File: src/rtl/gyro_cfg_pkg.sv
// Shared constants, types and the power-up default table for the gyro
// configuration sequencer.
package gyro_cfg_pkg;

  localparam int ADDR_W = 6;
  localparam int DATA_W = 32;
  localparam int N_INIT = 22;
  localparam int N_CFG  = 25;
  localparam int N_ALL  = 50;
  localparam int IDX_W  = 5;

  typedef enum logic [2:0] {
    ST_LOAD = 3'd0,
    ST_IDLE = 3'd1,
    ST_WR   = 3'd2,
    ST_RD   = 3'd3,
    ST_CAP  = 3'd4,
    ST_RESP = 3'd5
  } state_e;

  typedef struct packed {
    logic [ADDR_W-1:0] addr;
    logic [DATA_W-1:0] data;
  } cfg_entry_t;

  // Entries 3.. map one-to-one onto addresses 3.. with a ramp of data values.
  function automatic cfg_entry_t default_entry(input logic [IDX_W-1:0] idx);
    cfg_entry_t e;
    e.addr = '0;
    e.data = '0;
    case (idx)
      5'd0: begin e.addr = 6'd0; e.data = 32'h0000_0064; end
      5'd1: begin e.addr = 6'd2; e.data = 32'h0000_01F4; end
      5'd2: begin e.addr = 6'd1; e.data = 32'h0000_000A; end
      default: begin
        if ({1'b0, idx} < 6'(N_INIT)) begin
          e.addr = {1'b0, idx};
          e.data = 32'h0000_0100 + {27'd0, idx};
        end else begin
          e.addr = '0;
          e.data = '0;
        end
      end
    endcase
    return e;
  endfunction

endpackage

File: src/rtl/gyro_cfg_sequencer_default_rom.sv
// Combinational lookup of the default configuration table.
module gyro_cfg_sequencer_default_rom
  import gyro_cfg_pkg::*;
(
  input  logic [IDX_W-1:0] idx_i,
  output cfg_entry_t       entry_o
);

  assign entry_o = default_entry(idx_i);

endmodule

File: src/rtl/gyro_cfg_sequencer.sv
// Avalon-MM master for the gyro register bank: default-table burst after
// reset, then round-robin service of two requesters.
module gyro_cfg_sequencer
  import gyro_cfg_pkg::*;
(
  input  logic              clk_i,
  input  logic              rst_i,
  input  logic              reload_i,
  input  logic              r0_req_i,
  input  logic              r1_req_i,
  input  logic              r0_wr_i,
  input  logic              r1_wr_i,
  input  logic [ADDR_W-1:0] r0_addr_i,
  input  logic [ADDR_W-1:0] r1_addr_i,
  input  logic [DATA_W-1:0] r0_wdata_i,
  input  logic [DATA_W-1:0] r1_wdata_i,
  output logic              r0_gnt_o,
  output logic              r1_gnt_o,
  output logic              r0_rvalid_o,
  output logic              r1_rvalid_o,
  output logic [DATA_W-1:0] r0_rdata_o,
  output logic [DATA_W-1:0] r1_rdata_o,
  output logic              r0_err_o,
  output logic              r1_err_o,
  output logic [ADDR_W-1:0] av_address_o,
  output logic              av_chipselect_o,
  output logic              av_write_n_o,
  output logic [DATA_W-1:0] av_writedata_o,
  input  logic [DATA_W-1:0] av_readdata_i,
  output logic              init_done_o,
  output logic              busy_o
);

  state_e                  state_q, state_d;
  logic [IDX_W-1:0]        idx_q, idx_d;
  logic                    rr_q, rr_d;
  logic                    who_q, who_d;
  logic                    ill_q, ill_d;
  logic                    pend_q, pend_d;
  logic                    init_done_q, init_done_d;
  logic                    busy_q, busy_d;
  logic                    cs_q, cs_d;
  logic                    wn_q, wn_d;
  logic [ADDR_W-1:0]       addr_q, addr_d;
  logic [DATA_W-1:0]       wdata_q, wdata_d;
  logic [1:0]              gnt_q, gnt_d;
  logic [1:0]              err_q, err_d;
  logic [1:0]              rvalid_q, rvalid_d;
  logic [1:0][DATA_W-1:0]  rdata_q, rdata_d;

  cfg_entry_t              rom_entry_s;
  logic                    win_s;
  logic                    sel_wr_s;
  logic [ADDR_W-1:0]       sel_addr_s;
  logic [DATA_W-1:0]       sel_wdata_s;
  logic                    ill_s;

  gyro_cfg_sequencer_default_rom u_rom (
    .idx_i   (idx_q),
    .entry_o (rom_entry_s)
  );

  // Next-state, arbitration and bus/response output decode.
  always_comb begin
    state_d     = state_q;
    idx_d       = idx_q;
    rr_d        = rr_q;
    who_d       = who_q;
    ill_d       = ill_q;
    pend_d      = pend_q;
    init_done_d = init_done_q;
    cs_d        = 1'b0;
    wn_d        = wn_q;
    addr_d      = addr_q;
    wdata_d     = wdata_q;
    gnt_d       = 2'b00;
    err_d       = 2'b00;
    rvalid_d    = 2'b00;
    rdata_d     = rdata_q;
    win_s       = (r0_req_i && r1_req_i) ? rr_q : r1_req_i;
    sel_wr_s    = win_s ? r1_wr_i    : r0_wr_i;
    sel_addr_s  = win_s ? r1_addr_i  : r0_addr_i;
    sel_wdata_s = win_s ? r1_wdata_i : r0_wdata_i;
    ill_s       = sel_wr_s ? (sel_addr_s >= ADDR_W'(N_CFG)) : (sel_addr_s >= ADDR_W'(N_ALL));

    case (state_q)
      ST_LOAD: begin
        cs_d    = 1'b1;
        wn_d    = 1'b0;
        addr_d  = rom_entry_s.addr;
        wdata_d = rom_entry_s.data;
        if (idx_q == IDX_W'(N_INIT - 1)) begin
          state_d     = ST_IDLE;
          init_done_d = 1'b1;
          idx_d       = '0;
        end else begin
          idx_d = idx_q + 5'd1;
        end
      end
      ST_IDLE: begin
        if (reload_i || pend_q) begin
          state_d     = ST_LOAD;
          idx_d       = '0;
          init_done_d = 1'b0;
          pend_d      = 1'b0;
        end else if (r0_req_i || r1_req_i) begin
          rr_d         = ~win_s;
          who_d        = win_s;
          ill_d        = ill_s;
          gnt_d[win_s] = 1'b1;
          err_d[win_s] = ill_s;
          state_d      = sel_wr_s ? ST_WR : ST_RD;
          // An illegal access is acknowledged but never reaches the bus.
          if (!ill_s) begin
            cs_d    = 1'b1;
            wn_d    = ~sel_wr_s;
            addr_d  = sel_addr_s;
            wdata_d = sel_wr_s ? sel_wdata_s : wdata_q;
          end else begin
            cs_d = 1'b0;
          end
        end else begin
          state_d = ST_IDLE;
        end
      end
      ST_WR:  state_d = ST_IDLE;
      ST_RD:  state_d = ST_CAP;
      ST_CAP: begin
        rdata_d[who_q]  = ill_q ? '0 : av_readdata_i;
        rvalid_d[who_q] = 1'b1;
        state_d         = ST_RESP;
      end
      ST_RESP: state_d = ST_IDLE;
      default: begin
        state_d = ST_LOAD;
        idx_d   = '0;
      end
    endcase

    if (reload_i && (state_q != ST_LOAD) && (state_q != ST_IDLE)) begin
      pend_d = 1'b1;
    end else begin
      pend_d = pend_d;
    end
    busy_d = (state_d != ST_IDLE);
  end

  // State and registered outputs; reset restarts the default load.
  always_ff @(posedge clk_i) begin
    if (rst_i) begin
      state_q     <= ST_LOAD;
      idx_q       <= '0;
      rr_q        <= 1'b0;
      who_q       <= 1'b0;
      ill_q       <= 1'b0;
      pend_q      <= 1'b0;
      init_done_q <= 1'b0;
      busy_q      <= 1'b1;
      cs_q        <= 1'b0;
      wn_q        <= 1'b1;
      addr_q      <= '0;
      wdata_q     <= '0;
      gnt_q       <= 2'b00;
      err_q       <= 2'b00;
      rvalid_q    <= 2'b00;
      rdata_q     <= '0;
    end else begin
      state_q     <= state_d;
      idx_q       <= idx_d;
      rr_q        <= rr_d;
      who_q       <= who_d;
      ill_q       <= ill_d;
      pend_q      <= pend_d;
      init_done_q <= init_done_d;
      busy_q      <= busy_d;
      cs_q        <= cs_d;
      wn_q        <= wn_d;
      addr_q      <= addr_d;
      wdata_q     <= wdata_d;
      gnt_q       <= gnt_d;
      err_q       <= err_d;
      rvalid_q    <= rvalid_d;
      rdata_q     <= rdata_d;
    end
  end

  assign r0_gnt_o        = gnt_q[0];
  assign r1_gnt_o        = gnt_q[1];
  assign r0_err_o        = err_q[0];
  assign r1_err_o        = err_q[1];
  assign r0_rvalid_o     = rvalid_q[0];
  assign r1_rvalid_o     = rvalid_q[1];
  assign r0_rdata_o      = rdata_q[0];
  assign r1_rdata_o      = rdata_q[1];
  assign av_address_o    = addr_q;
  assign av_chipselect_o = cs_q;
  assign av_write_n_o    = wn_q;
  assign av_writedata_o  = wdata_q;
  assign init_done_o     = init_done_q;
  assign busy_o          = busy_q;

endmodule

File: config.mk
export PLATFORM = sky130hd
export DESIGN_NAME = gyro_cfg_sequencer
export DESIGN_NICKNAME = d
export VERILOG_FILES = /design/src/rtl/gyro_cfg_pkg.sv /design/src/rtl/gyro_cfg_sequencer_default_rom.sv /design/src/rtl/gyro_cfg_sequencer.sv
export SDC_FILE = /design/constraint.sdc
export NUM_CORES = 1
export LEC_CHECK = 0
export CORE_MARGIN = 3
export CORE_UTILIZATION = 39
export CTS_CLUSTER_DIAMETER = 40
export DETAILED_ROUTE_END_ITERATION = 10
export PLACE_DENSITY_LB_ADDON = 0.2
export SLEW_MARGIN = 20
export SYNTH_ARGS = -nofsm -noshare
export SYNTH_HDL_FRONTEND = slang
export SYNTH_SLANG_ARGS = --single-unit
File: constraint.sdc
create_clock -name clk_i -period 1.7 [get_ports clk_i]
set_clock_uncertainty 0.1 [all_clocks]
set_input_delay 0.34 -clock clk_i [delete_from_list [all_inputs] [get_ports clk_i]]
set_output_delay 0.34 -clock clk_i [all_outputs]
set_load 0.03 [all_outputs]
# Word-level counts from Yosys, hierarchy flattened
# Cells that the tools add are included.
# word_totals
in_bits	115
word_cells	118
ff_bits	124
out_inout_bits	112
# op_classes
bitwise_logic	8
order_cmp	7
reduce_logical	23
n_eq_ne	16
muxes	45
n_addsub	2
# ops
cell	n
$mux 32	7
$pmux 38 s3	1
$bwmux 64	1
$pmux 32 s2	1
$mux 37	1
$demux 32 s1	1
$mux 6	4
$mux 1	16
$pmux 3 s5	1
$pmux 5 s3	1
$ne 2x2->1 const B	6
$pmux 6 s2	1
$add 9x5->10 const A	1
$mux 5	2
$reduce_or 4->1	2
$not 1->1	7
$eq 3x2->1 const B	2
$eq 3x3->1 const B	2
$ge 6x5->1 const B	1
$ge 6x6->1 const B	1
$ne 3x1->1 const B	2
$pmux 1 s2	3
$reduce_and 3->1	2
$reduce_bool 2->1	3
21 further kinds	32

# Logic depth before layout (Yosys ltp)
# logic_depth
depth_word	9
mapped_depth	8
mapped_depth_nobuf	7

# By module
# Synthesis repeated with hierarchy kept, for this count alone.
# unflattened
hier_cells	838
area_unflattened_um2	6771.5
# by_module_without_submodules
mod	seq_area_each_um2	area_per_inst_um2	instances	cells_each
gyro_cfg_sequencer	2482.4	6362.4	1	782
gyro_cfg_sequencer_default_rom	0.0	409.1	1	56

# Least setup slack after synthesis
# OpenSTA, ideal clock, no wires.
# synth_path
kind	input to register
start	input r1_req_i
end	register wdata_q[3] (netlist: av_writedata_o[3])
cell_stages	7
slack_ps	-99
t_required_ps	1478
t_arrival_ps	1577
path_buffers	2
path_cell_list	buf_4 inv_2 clkbuf_1 o21ai_1 nand2_2 a31oi_4 a221o_1
# synth_via
elab_chain_len	8
elab_cells_between_ends	18
classes_between	2 x order compare; 3 x eq/ne; 10 x mux; 3 x reduce/logical
# synth_rtl
item	line_no	text
from (decl)	gyro_cfg_sequencer.sv:10	input logic r1_req_i,
branches (longest 8 deep; another with $ge 6x6->1)	--	
to (signal assigned)	gyro_cfg_sequencer.sv:179	wdata_q <= wdata_d;
to (decl)	gyro_cfg_sequencer.sv:45	logic [DATA_W-1:0] wdata_q, wdata_d;
# Several ways; the timed one is not identified. The select of a mux whose other input is x is not followed.
# A chain may end at the register's enable or synchronous reset.

# Worst setup path after layout
# layout_path
start	register rr_q
end	register wdata_q[30] (netlist: av_writedata_o[30])
# layout_via
elab_chain_len	7
elab_cells_between_ends	15
classes_between	2 x order compare; 2 x eq/ne; 10 x mux; 1 x reduce/logical
# layout_rtl
item	line_no	text
from (decl)	gyro_cfg_sequencer.sv:36	logic rr_q, rr_d;
from (signal assigned)	gyro_cfg_sequencer.sv:170	rr_q <= rr_d;
$mux 1 *	gyro_cfg_sequencer.sv:80	win_s = (r0_req_i && r1_req_i) ? rr_q : r1_req_i;
branches (longest 6 deep; another with $ge 6x6->1)	--	
# Mark *: on every way between the ends. The select of a mux whose other input is x is not followed.

==> results.md <==
* Status: complete, but fails checks
* Failing checks: setup timing
* Max-slew violation count at 0
* Post-route ant nets at 0
* Min setup slack post-route at -0.2476 ns
* Sequential cell area at between 2000 and 2500 sq um
* CTS hold repair buffers at 0
* Max FO, Critical Path at 6
* Synth Warn # at 0
* Crit path arrival time at 2.19 ns
* R2R depth at 7
* Area Growth Syn to Fin at 70.75%
* Gate Count Post-Synth at 656
* CTS max path bufs at 2
* Crit share post-route at 114.6%
* Req. time, crit path at 1.94 ns
* Antenna Cells at 0
* Vias in the first global route at around 5.9k
* Worst-path clk slew at 0.06 ns
* Comb pwr share at between 10% and 20%
* Initial antenna violation count at 0
* Worst rel slew slack at 69.26%
* Net Count, Synth at 777
* Pwr/cell area at 740.7 nW/um^2
* Worst Tran Pin Value at 0.4591 ns
* Hold Path Class: in2reg
* CTS tree: yes
* # DRC at 0
* Setup-failing EPs final at 41
* Die Wd at between 100 and 150 microns
* Flop2flop setup slack at -0.25 ns
* Register area share after synthesis at between 40% and 50%
* Total CTS buffers at 17
* Io pins at 227
* RSZ-0062 raised after global routing: true
* Via count at 5,931
* Hold Crit Start: rst_i
* Worst skew pair latency at 0.41 ns
* Share of post-route cells with drive strength above 1 at 23.78%
* Max Fclk at just over 500 MHz
* Hold EP: idx_q[3]$_SDFFE_PP0P_
* Psw at 0.001730 W
* Part of the power in registers at 41.5%
* First-pass GRT wire length at 31,050 microns
* Clock sinks at 124
* Primary FF master, synth: dfxtp_1
* Routed WL at 20,580 microns
* Clock root buffer: clkbuf_16
* Worst Setup Path Type: reg2reg
* Post-synth ARST share at 0%
* Gr ovfl total at 0
* Largest net degree at the start of global routing at 87
* Clock power frac at a little under half
* Mean area per synthesized cell at 8.634 sq um
* Initial Utilization at slightly above 40%
* Overall Global Routing Usage at 24.02%
* Die area at 16,010 sq um
* Final core occ at between 60% and 70%
* CP endpoint kind: flip-flop
* Multi-input gate area at between 3000 and 4000 sq um
* Netlist Area Pre-Place at roughly 5700 sq um
* Drt wl/cell at about 18 microns
* Final net count at 1,073
* Switch share at about 24%
* # port buffers at ~230
* R2R Path End: av_writedata_o[30]$_SDFFE_PP0P_
* CORE AREA at 14,040 sq um
* Startpoint types: flip-flop
* Routability cong. at between 0.9 and 1
* Pre-CTS setup slack at -0.7579 ns
* Core Rows at 43
* Internal at 0.005434 W
* Hold path cells at 4
* Number of max-cap violations at 0
* Die height at 126.5 microns
* Peak VDD IR at 797.1 uV
* Hold Violations, Final at 0
* DRT Pass-1 Iters at 5
* Via/cell ratio at 5.189
* Minimum clock period at about 2 ns
* R2R Path Start: rr_q$_SDFFE_PP0P_
* CTS H-Tree Depth at 4
* Hpwl dp at ~14,000 microns
* Lkg Pwr at roughly 4.2 nW
* # fillers at 1,100
* Initial drt markers at 349
* Synth cell types at 65
* Synth Register Bits at around 120
* Number of synthesized flops with an enable pin at 0
Yosys cell counts, types with 2 or more instances:
library cell	count	area [sq um]
nor3b_1	2	15.01
nor3_1	9	45.04
buf_2	12	60.06
mux2_2	4	45.04
inv_1	6	22.52
buf_6	2	22.52
xor2_1	2	17.52
or3_1	2	12.51
nor2b_1	36	225.2
nor2_1	21	78.83
and3_1	2	12.51
inv_2	2	7.510
o2bb2ai_2	20	300.3
buf_1	2	7.510
o2bb2ai_1	3	26.28
o21a_1	2	15.01
a221o_1	2	20.02
a31oi_1	5	31.28
a21oi_1	93	465.5
a22oi_1	2	15.01
ha_1	6	75.07
nor4_1	3	18.77
nand2_1	156	585.6
o21ai_0	22	110.1
dfxtp_1	124	2482
a211oi_1	5	37.54
mux2i_1	30	300.3
nand3_1	13	65.06
clkbuf_1	28	105.1
buf_4	3	22.52
nand4_1	3	18.77
worst max path at each step:
stage | start | to | cells after the start
global route | rr_q$_SDFFE_PP0P_ | av_writedata_o[30]$_SDFFE_PP0P_ | 7
global placement | r1_addr_i[5] | av_writedata_o[3]$_SDFFE_PP0P_ | 6
floorplan | r0_req_i | av_writedata_o[3]$_SDFFE_PP0P_ | 5
detailed placement | r1_wr_i | av_writedata_o[20]$_SDFFE_PP0P_ | 7
finish | rr_q$_SDFFE_PP0P_ | av_writedata_o[30]$_SDFFE_PP0P_ | 7
CTS | rr_q$_SDFFE_PP0P_ | av_writedata_o[29]$_SDFFE_PP0P_ | 7
stage by stage:
step                      hold WS [ns]  power, W  instance area (sq um)  TNS, ns  cells
final                           0.2594  0.007164                   9672   -6.953   1143
after global routing            0.2950  0.007402                   9672   -9.892   1143
after CTS                       0.2570  0.007169                   9334   -4.339   1133
after detailed placement        0.3469  0.003910                   8623   -31.49   1090
after global placement          0.3423  0.003898                   8623   -28.25   1090
after floorplan                 0.3830  0.003401                   5695   -1.027    656
metal layers:
metal | wire (microns) | track usage (%) | part of all wire (%)
met1 | 8246 | 28.79 | 40
met2 | 10440 | 41.91 | 51
met3 | 1449 | 6.105 | 7.0
met4 | 435 | 8.076 | 2.1
met5 | 0 | 0 | 0
worst max-delay path: stages (launching register included):
cell	delay, ns
dfxtp_2	0.34
nand2b_4	0.18
a221oi_4	0.33
o22ai_4	0.18
a31oi_4	0.32
buf_6	0.17
buf_16	0.13
o2bb2ai_4	0.12
placed cells by master (no fill, tap or decap), types with 5 or more instances in the layout:
master	count
clkdlybuf4s50_1	97
buf_12	10
a211oi_2	5
o2bb2ai_2	14
nor2_1	15
mux2i_1	30
dfxtp_1	118
nor2b_1	36
clkinv_2	5
buf_4	80
dlygate4sd2_1	117
o2bb2ai_4	9
nor3_1	5
nand2_1	155
clkbuf_16	21
buf_6	8
nand3_1	12
o21ai_0	19
a31oi_1	5
a21oi_2	9
a21oi_1	83
cell families after synthesis:
kind of cell | count (synthesis) | share of synthesized area (%)
fa+ha+maj | 6 | 1.325
flops | 124 | 43.83
mux | 34 | 6.097
xor+xnor | 3 | 0.4640
compound gates | 172 | 22.27
simple gates | 262 | 21.65
buf+inv | 55 | 4.374
what timing repair did:
action,CTS,global route
pin swaps,21,33
gates resized for setup,164,51
setup buffers,9,9
setup endpoints to repair,152,82
cloned,4,2
cell type report:
cell class | count | area share (%)
inverters | 8 | 0.3105
flip-flops and latches | 124 | 25.80
well taps | 180 | 2.329
repair buffers | 324 | 31.81
clock buffers | 23 | 5.045
clock inverters | 7 | 0.4269
multi-input cells | 477 | 34.28
flip-flops by register name (all words and copies together), names as in the netlist:
signal,count
pend_q,1
rvalid_q,2
gnt_q,2
busy_o,1
idx_q,5
r1_rdata_o,32
who_q,1
rr_q,1
init_done_o,1
av_write_n_o,1
r0_rdata_o,32
av_chipselect_o,1
ill_q,1
err_q,2
av_address_o,6
av_writedata_o,32
state_q,3
power groups by stage:
stage	registers [W]	logic [W]	clock network, W
global route	0.00298	0.00101	0.00341
finish	0.00297	0.000953	0.00324
detailed placement	0.00303	0.000875	0
floorplan	0.00308	0.000317	0
global placement	0.00303	0.000864	0
CTS	0.00297	0.000911	0.00328
(Power assumes the default switching activity.)
